===== config.mk =====
export PLATFORM = sky130hd
export DESIGN_NAME = ppu_timing_ctrl
export DESIGN_NICKNAME = d
export VERILOG_FILES = /design/src/rtl/ppu_timing_ctrl.sv
export SDC_FILE = /design/constraint.sdc
export NUM_CORES = 1
export LEC_CHECK = 0
export ABC_AREA = 1
export BUFFER_PORTS_ARGS = -buffer_cell sky130_fd_sc_hd__buf_2
export CAP_MARGIN = 20
export CORE_AREA = 3 3 98 110
export CTS_BUF_LIST = sky130_fd_sc_hd__clkbuf_4 sky130_fd_sc_hd__clkbuf_8
export CTS_CLUSTER_SIZE = 28
export DETAILED_ROUTE_END_ITERATION = 10
export DIE_AREA = 0 0 101 113
export SYNTH_ARGS = -nofsm -noshare
export SYNTH_HDL_FRONTEND = slang
export SYNTH_SLANG_ARGS = --single-unit

===== constraint.sdc =====
create_clock -name clk -period 1.6 [get_ports clk]
set_input_delay 0.32 -clock clk [delete_from_list [all_inputs] [get_ports clk]]
set_output_delay 0.32 -clock clk [all_outputs]
set_load 0.02 [all_outputs]

===== src/rtl/ppu_timing_ctrl.sv =====
// rtl/ppu_timing_ctrl.sv - PPU dot/line sequencer with LCDC/STAT/LY/LYC registers and interrupts
// Optional DRAW_HANDSHAKE_EN: DRAW length set by draw_done, forced to end at dot 369.
module ppu_timing_ctrl (
  input  logic        clk,
  input  logic        rst,
  input  logic [15:0] ADDR,
  input  logic        WR,
  input  logic        RD,
  input  logic [7:0]  MMIO_DATA_out,
  output logic [7:0]  MMIO_DATA_in,
  input  logic        draw_done,
  output logic [1:0]  PPU_MODE,
  output logic [7:0]  LY,
  output logic [8:0]  DOT,
  output logic [7:0]  LCDC,
  output logic        line_start,
  output logic        IRQ_V_BLANK,
  output logic        IRQ_LCDC,
  output logic        OAM_CPU_BLOCK,
  output logic        VRAM_CPU_BLOCK
);

  typedef enum logic [1:0] {
    MODE_HBLANK = 2'd0,
    MODE_VBLANK = 2'd1,
    MODE_SCAN   = 2'd2,
    MODE_DRAW   = 2'd3
  } mode_e;

  localparam logic [15:0] ADDR_LCDC = 16'hFF40;
  localparam logic [15:0] ADDR_STAT = 16'hFF41;
  localparam logic [15:0] ADDR_LY   = 16'hFF44;
  localparam logic [15:0] ADDR_LYC  = 16'hFF45;

  localparam logic [8:0] LAST_DOT   = 9'd455;
  localparam logic [8:0] DRAW_START = 9'd80;
  localparam logic [7:0] LAST_LINE  = 8'd153;
  localparam logic [7:0] VBL_LINE   = 8'd144;

  mode_e       mode_q, mode_d;
  logic [8:0]  dot_q, dot_d;
  logic [7:0]  ly_q, ly_d;
  logic [7:0]  lcdc_q, lcdc_d;
  logic [7:0]  lyc_q, lyc_d;
  logic [3:0]  stat_en_q, stat_en_d;
  logic        stat_prev_q, stat_prev_d;
  logic        irq_lcdc_q, irq_lcdc_d;
  logic        irq_vblank_q, irq_vblank_d;
  logic        line_start_q, line_start_d;
  logic        oam_block_q, oam_block_d;
  logic        vram_block_q, vram_block_d;

  logic        ly_eq_lyc;
  logic        stat_line;
  logic [7:0]  rd_data;

`ifndef DRAW_HANDSHAKE_EN
  logic unused_draw_done;
  assign unused_draw_done = draw_done;
`endif

  always_ff @(posedge clk or negedge rst) begin
    if (!rst) begin
      mode_q       <= MODE_HBLANK;
      dot_q        <= 9'd0;
      ly_q         <= 8'd0;
      lcdc_q       <= 8'h00;
      lyc_q        <= 8'h00;
      stat_en_q    <= 4'h0;
      stat_prev_q  <= 1'b0;
      irq_lcdc_q   <= 1'b0;
      irq_vblank_q <= 1'b0;
      line_start_q <= 1'b0;
      oam_block_q  <= 1'b0;
      vram_block_q <= 1'b0;
    end else begin
      mode_q       <= mode_d;
      dot_q        <= dot_d;
      ly_q         <= ly_d;
      lcdc_q       <= lcdc_d;
      lyc_q        <= lyc_d;
      stat_en_q    <= stat_en_d;
      stat_prev_q  <= stat_prev_d;
      irq_lcdc_q   <= irq_lcdc_d;
      irq_vblank_q <= irq_vblank_d;
      line_start_q <= line_start_d;
      oam_block_q  <= oam_block_d;
      vram_block_q <= vram_block_d;
    end
  end

  // STAT source evaluation uses only registered state, so it sees mode and enables together.
  always_comb begin
    ly_eq_lyc = (ly_q == lyc_q);
    stat_line = lcdc_q[7] & (
                  (stat_en_q[0] & (mode_q == MODE_HBLANK)) |
                  (stat_en_q[1] & (mode_q == MODE_VBLANK)) |
                  (stat_en_q[2] & (mode_q == MODE_SCAN))   |
                  (stat_en_q[3] & ly_eq_lyc));
  end

  always_comb begin
    lcdc_d    = lcdc_q;
    stat_en_d = stat_en_q;
    lyc_d     = lyc_q;
    if (WR) begin
      case (ADDR)
        ADDR_LCDC: lcdc_d    = MMIO_DATA_out;
        ADDR_STAT: stat_en_d = MMIO_DATA_out[6:3];
        ADDR_LYC:  lyc_d     = MMIO_DATA_out;
        default:   ;
      endcase
    end
  end

  // A disable write overrides any wrap; an enable write restarts at line 0, dot 0.
  always_comb begin
    dot_d  = 9'd0;
    ly_d   = 8'd0;
    mode_d = MODE_HBLANK;
    if (lcdc_d[7] && lcdc_q[7]) begin
      if (dot_q == LAST_DOT) begin
        dot_d = 9'd0;
        ly_d  = (ly_q == LAST_LINE) ? 8'd0 : ly_q + 8'd1;
      end else begin
        dot_d = dot_q + 9'd1;
        ly_d  = ly_q;
      end

      if (ly_d >= VBL_LINE) begin
        mode_d = MODE_VBLANK;
      end else if (dot_d < DRAW_START) begin
        mode_d = MODE_SCAN;
      end else if (dot_d == DRAW_START) begin
        mode_d = MODE_DRAW;
      end else begin
`ifdef DRAW_HANDSHAKE_EN
        if ((mode_q == MODE_DRAW) && !draw_done && (dot_d < 9'd369)) begin
          mode_d = MODE_DRAW;
        end else begin
          mode_d = MODE_HBLANK;
        end
`else
        if (dot_d < 9'd252) begin
          mode_d = MODE_DRAW;
        end else begin
          mode_d = MODE_HBLANK;
        end
`endif
      end
    end else if (lcdc_d[7]) begin
      mode_d = MODE_SCAN;
    end
  end

  always_comb begin
    line_start_d = lcdc_d[7] && (dot_d == 9'd0) && (ly_d < VBL_LINE);
    oam_block_d  = (mode_d == MODE_SCAN) || (mode_d == MODE_DRAW);
    vram_block_d = (mode_d == MODE_DRAW);
    stat_prev_d  = stat_line;
    irq_lcdc_d   = lcdc_d[7] & stat_line & ~stat_prev_q;
    irq_vblank_d = lcdc_d[7] & (ly_q == VBL_LINE) & (dot_q == 9'd0);
  end

  always_comb begin
    rd_data = 8'hFF;
    if (RD) begin
      case (ADDR)
        ADDR_LCDC: rd_data = lcdc_q;
        ADDR_STAT: rd_data = {1'b1, stat_en_q, ly_eq_lyc, mode_q};
        ADDR_LY:   rd_data = ly_q;
        ADDR_LYC:  rd_data = lyc_q;
        default:   rd_data = 8'hFF;
      endcase
    end
  end

  assign MMIO_DATA_in   = rd_data;
  assign PPU_MODE       = mode_q;
  assign LY             = ly_q;
  assign DOT            = dot_q;
  assign LCDC           = lcdc_q;
  assign line_start     = line_start_q;
  assign IRQ_V_BLANK    = irq_vblank_q;
  assign IRQ_LCDC       = irq_lcdc_q;
  assign OAM_CPU_BLOCK  = oam_block_q;
  assign VRAM_CPU_BLOCK = vram_block_q;

endmodule


==> summary.txt <==
antenna-violating nets left -> 0
Boundary Pins -> 69
Worst Clk Skew -> 0.0191 ns
Post-Layout Inst Area -> 0.00449 sq mm
most common cell in the netlist -> nand2_1
crit-path max FO -> 2
final-layout fill cell count -> 972
Req. time, crit path -> 1.28 ns
clk sinks -> 45
clk root buf -> clkbuf_8
Max Cap Viol -> 0
largest family of logic cells by synthesized area -> simple AND/OR/NAND/NOR gates
final setup vio count -> 14
final hold vios -> 0
Synth Register Bits -> 45
vias per inst -> 4.65
total number of vias -> 3,072
width of the die -> 101 um
f_max -> 0.483 GHz
largest net degree at the start of global routing -> 21
asr flop ratio synth -> 100%
Initial Utilization -> 29.5%
Rel. slew slack -> 66.1%
Ys Warns -> 0
mux cell area share after synthesis -> 0%
DR iter-0 viols -> 235
Simple-Gate Fraction of Synth Area -> 39.0%
Die ar. -> 0.0114 sq mm
initial antenna violation count -> 0
RePlAce Congestion -> 0.918
total power draw -> 3.30 mW
Area after DPL -> 0.00389 sq mm
Seq/Total Area, Yosys -> 38.9%
Die Height -> 113 um
Mapped Area -> 0.00289 sq mm
syn nets -> 423
clock transition at the registers of the reported paths -> 0.11 ns
RSZ-0062 raised after global routing -> true
row count -> 38
Unique masters post-synth -> 34
most used cell, CP -> nand2_2
CTS tree -> done
Final WS setup -> -0.470 ns
placed cell count -> 638
Tot GR Track Use -> 15.6%
final wirelength -> 8.88 mm
synth top area cells -> dfrtp_1, nand2_1, nor2_1
CP max stage cell -> dfrtp_1
wire per inst -> 13.5 um
Final Cycle Share -> 129%
Hold Crit Start -> MMIO_DATA_out[2]
Critical Path Start -> lyc_q[1]$_DFFE_PN0P_
DP HPWL -> 6.91 mm
Primary FF master, synth -> dfrtp_1
status -> finished with violations
Critical Path AT -> 1.75 ns
Worst path max stage delay -> 0.43 ns
static leakage -> 2.33 nW
total CTS buffers -> 5
vias in the first global route -> 3,045
Synth Area in Compound Gates -> 8.52%
area grow syn2layout -> 55.0%
Period minus WS final -> 2.07 ns
Synth top cells by count -> nand2_1, nor2_1, dfrtp_1
max-slew violation count -> 0
VDD IR max -> 347 uV
worst hold path type -> in2reg
Inserted Diodes -> 0
Min Hold Slack -> 0.254 ns
failing checks -> negative setup slack
Clock Latency Late Sink -> 0.32 ns
Pwr per Cell Area -> 736 mW/mm^2
post-synth top area share -> 38.9%
Max Root-Sink Buffers -> 2
Slew @ Worst Pin -> 0.509 ns
Final nets -> 573
detailed-route DRC error count -> 0
total gr overflow -> 0
CP startpoint kind -> register
global-route wire length before repair -> 14.3 mm
TritonRoute pass-1 iters -> 4
H-tree levels -> 2
Port Buf Inserts -> 67
Setup TNS -> -3.22 ns
EDFF count, synth -> 0
gate count of the mapped netlist -> 389
leading area contributor after synthesis -> dfrtp_1
crit-path cells -> xnor2_2 -> nand3_1 -> nor4_2 -> buf_4 -> nand2_4 -> nand2_2 -> nor2_2 -> nand2_2 -> buf_6
FF-to-FF Start -> LY[1]$_DFF_PN0_
mean area per synthesized cell -> 7.44 sq um
Post-Synth Adder-Cell Area -> 2.16%
Worst setup EP type -> output port
share of layout cells above drive strength 1 -> 51.1%
Layout Cells excl Fill -> 660
CP Class -> reg2out
Core ar. -> 0.00979 sq mm
post-synthesis xor/xnor area fraction -> 2.72%
[cell type report]
cell class	instances	area [sq um]	area share [%]
Sequential cell	45	1140	25.3
Multi-Input combinational cell	284	1800	40.2
Inverter	58	225	5.02
Timing Repair Buffer	145	1050	23.5
Clock inverter	3	47.5	1.06
Tap cell	120	150	3.35
Clock buffer	5	68.8	1.53
[worst paths after layout]
| path | slack (ns) | end | cells past startpoint |
|---|---|---|---|
| setup / recovery | -0.47 | MMIO_DATA_in[2] | 9 |
| min in group asynchronous | 0.50 | lyc_q[3]$_DFFE_PN0P_ | 2 |
| hold reg to reg | 0.48 | IRQ_LCDC$_DFF_PN0_ | 2 |
| setup reg to reg | -0.14 | VRAM_CPU_BLOCK$_DFF_PN0_ | 13 |
| hold / removal | 0.25 | lyc_q[2]$_DFFE_PN0P_ | 3 |
| max in group asynchronous | 0.58 | stat_en_q[2]$_DFFE_PN0P_ | 3 |
[layer usage]
metal | vias to the layer above | GRT usage (%) | routed length [um]
li1 | 1530 | - | -
met1 | 1463 | 19.8 | 3780
met2 | 69 | 26.7 | 4550
met3 | 10 | 3.14 | 390
met4 | 0 | 4.52 | 159
met5 | - | 0 | 0
[state kept, by name (all words and copies together) (netlist names)]
register and flops:
DOT 9, LCDC 8, LY 8, lyc_q 8, stat_en_q 4, PPU_MODE 2
IRQ_LCDC 1, IRQ_V_BLANK 1, OAM_CPU_BLOCK 1, VRAM_CPU_BLOCK 1, line_start 1, stat_prev_q 1
[worst max-delay path: cells and delay by family (launching register included)]
family	cells	cell delay (ns)
AND/OR/NAND/NOR	6	0.55
buffers and inverters	2	0.28
XOR/XNOR	1	0.16
flip-flops	1	0.43
[cells in the final DEF, fill, tap and decap left out, drive strengths merged, types with 4 or more instances in the layout]
| master | synthesis | layout |
|---|---|---|
| a21oi | 6 | 6 |
| buf | 3 | 144 |
| clkbuf | 0 | 5 |
| dfrtp | 45 | 45 |
| ha | 5 | 5 |
| inv | 57 | 60 |
| nand2 | 118 | 118 |
| nand3 | 29 | 29 |
| nand4 | 11 | 11 |
| nor2 | 61 | 62 |
| o21ai | 32 | 32 |
| xnor2 | 5 | 5 |
| xor2 | 4 | 4 |
[logic make-up after synthesis]
group | count (synthesis)
AND/OR/NAND/NOR | 227
buffers and inverters | 61
AO/OA/AOI/OAI | 42
adder cells (fa/ha/maj) | 5
XOR/XNOR | 9
flip-flops | 45
[report_power, final]
| part | internal, mW | switching (mW) | total, mW |
|---|---|---|---|
| clock network | 0.477 | 0.448 | 0.925 |
| logic | 0.427 | 0.566 | 0.993 |
| registers | 1.23 | 0.153 | 1.39 |
[through the flow]
| stage | setup slack [ns] | utilization (%) |
|---|---|---|
| global route | -0.549 | 45.8 |
| detailed placement | -0.446 | 39.8 |
| floorplan | -0.0491 | - |
| CTS | -0.488 | 43.1 |
| global placement | -0.419 | 39.8 |
| finish | -0.470 | 45.8 |
[timing repair]
item	CTS	global route
hold buffers	1	0
gates resized for setup	39	58
endpoints found under the setup margin	14	26
hold endpoints to repair	17	0
pin swaps	23	30
gates cloned	1	0
setup buffers	8	7
(Power assumes the default switching activity.)
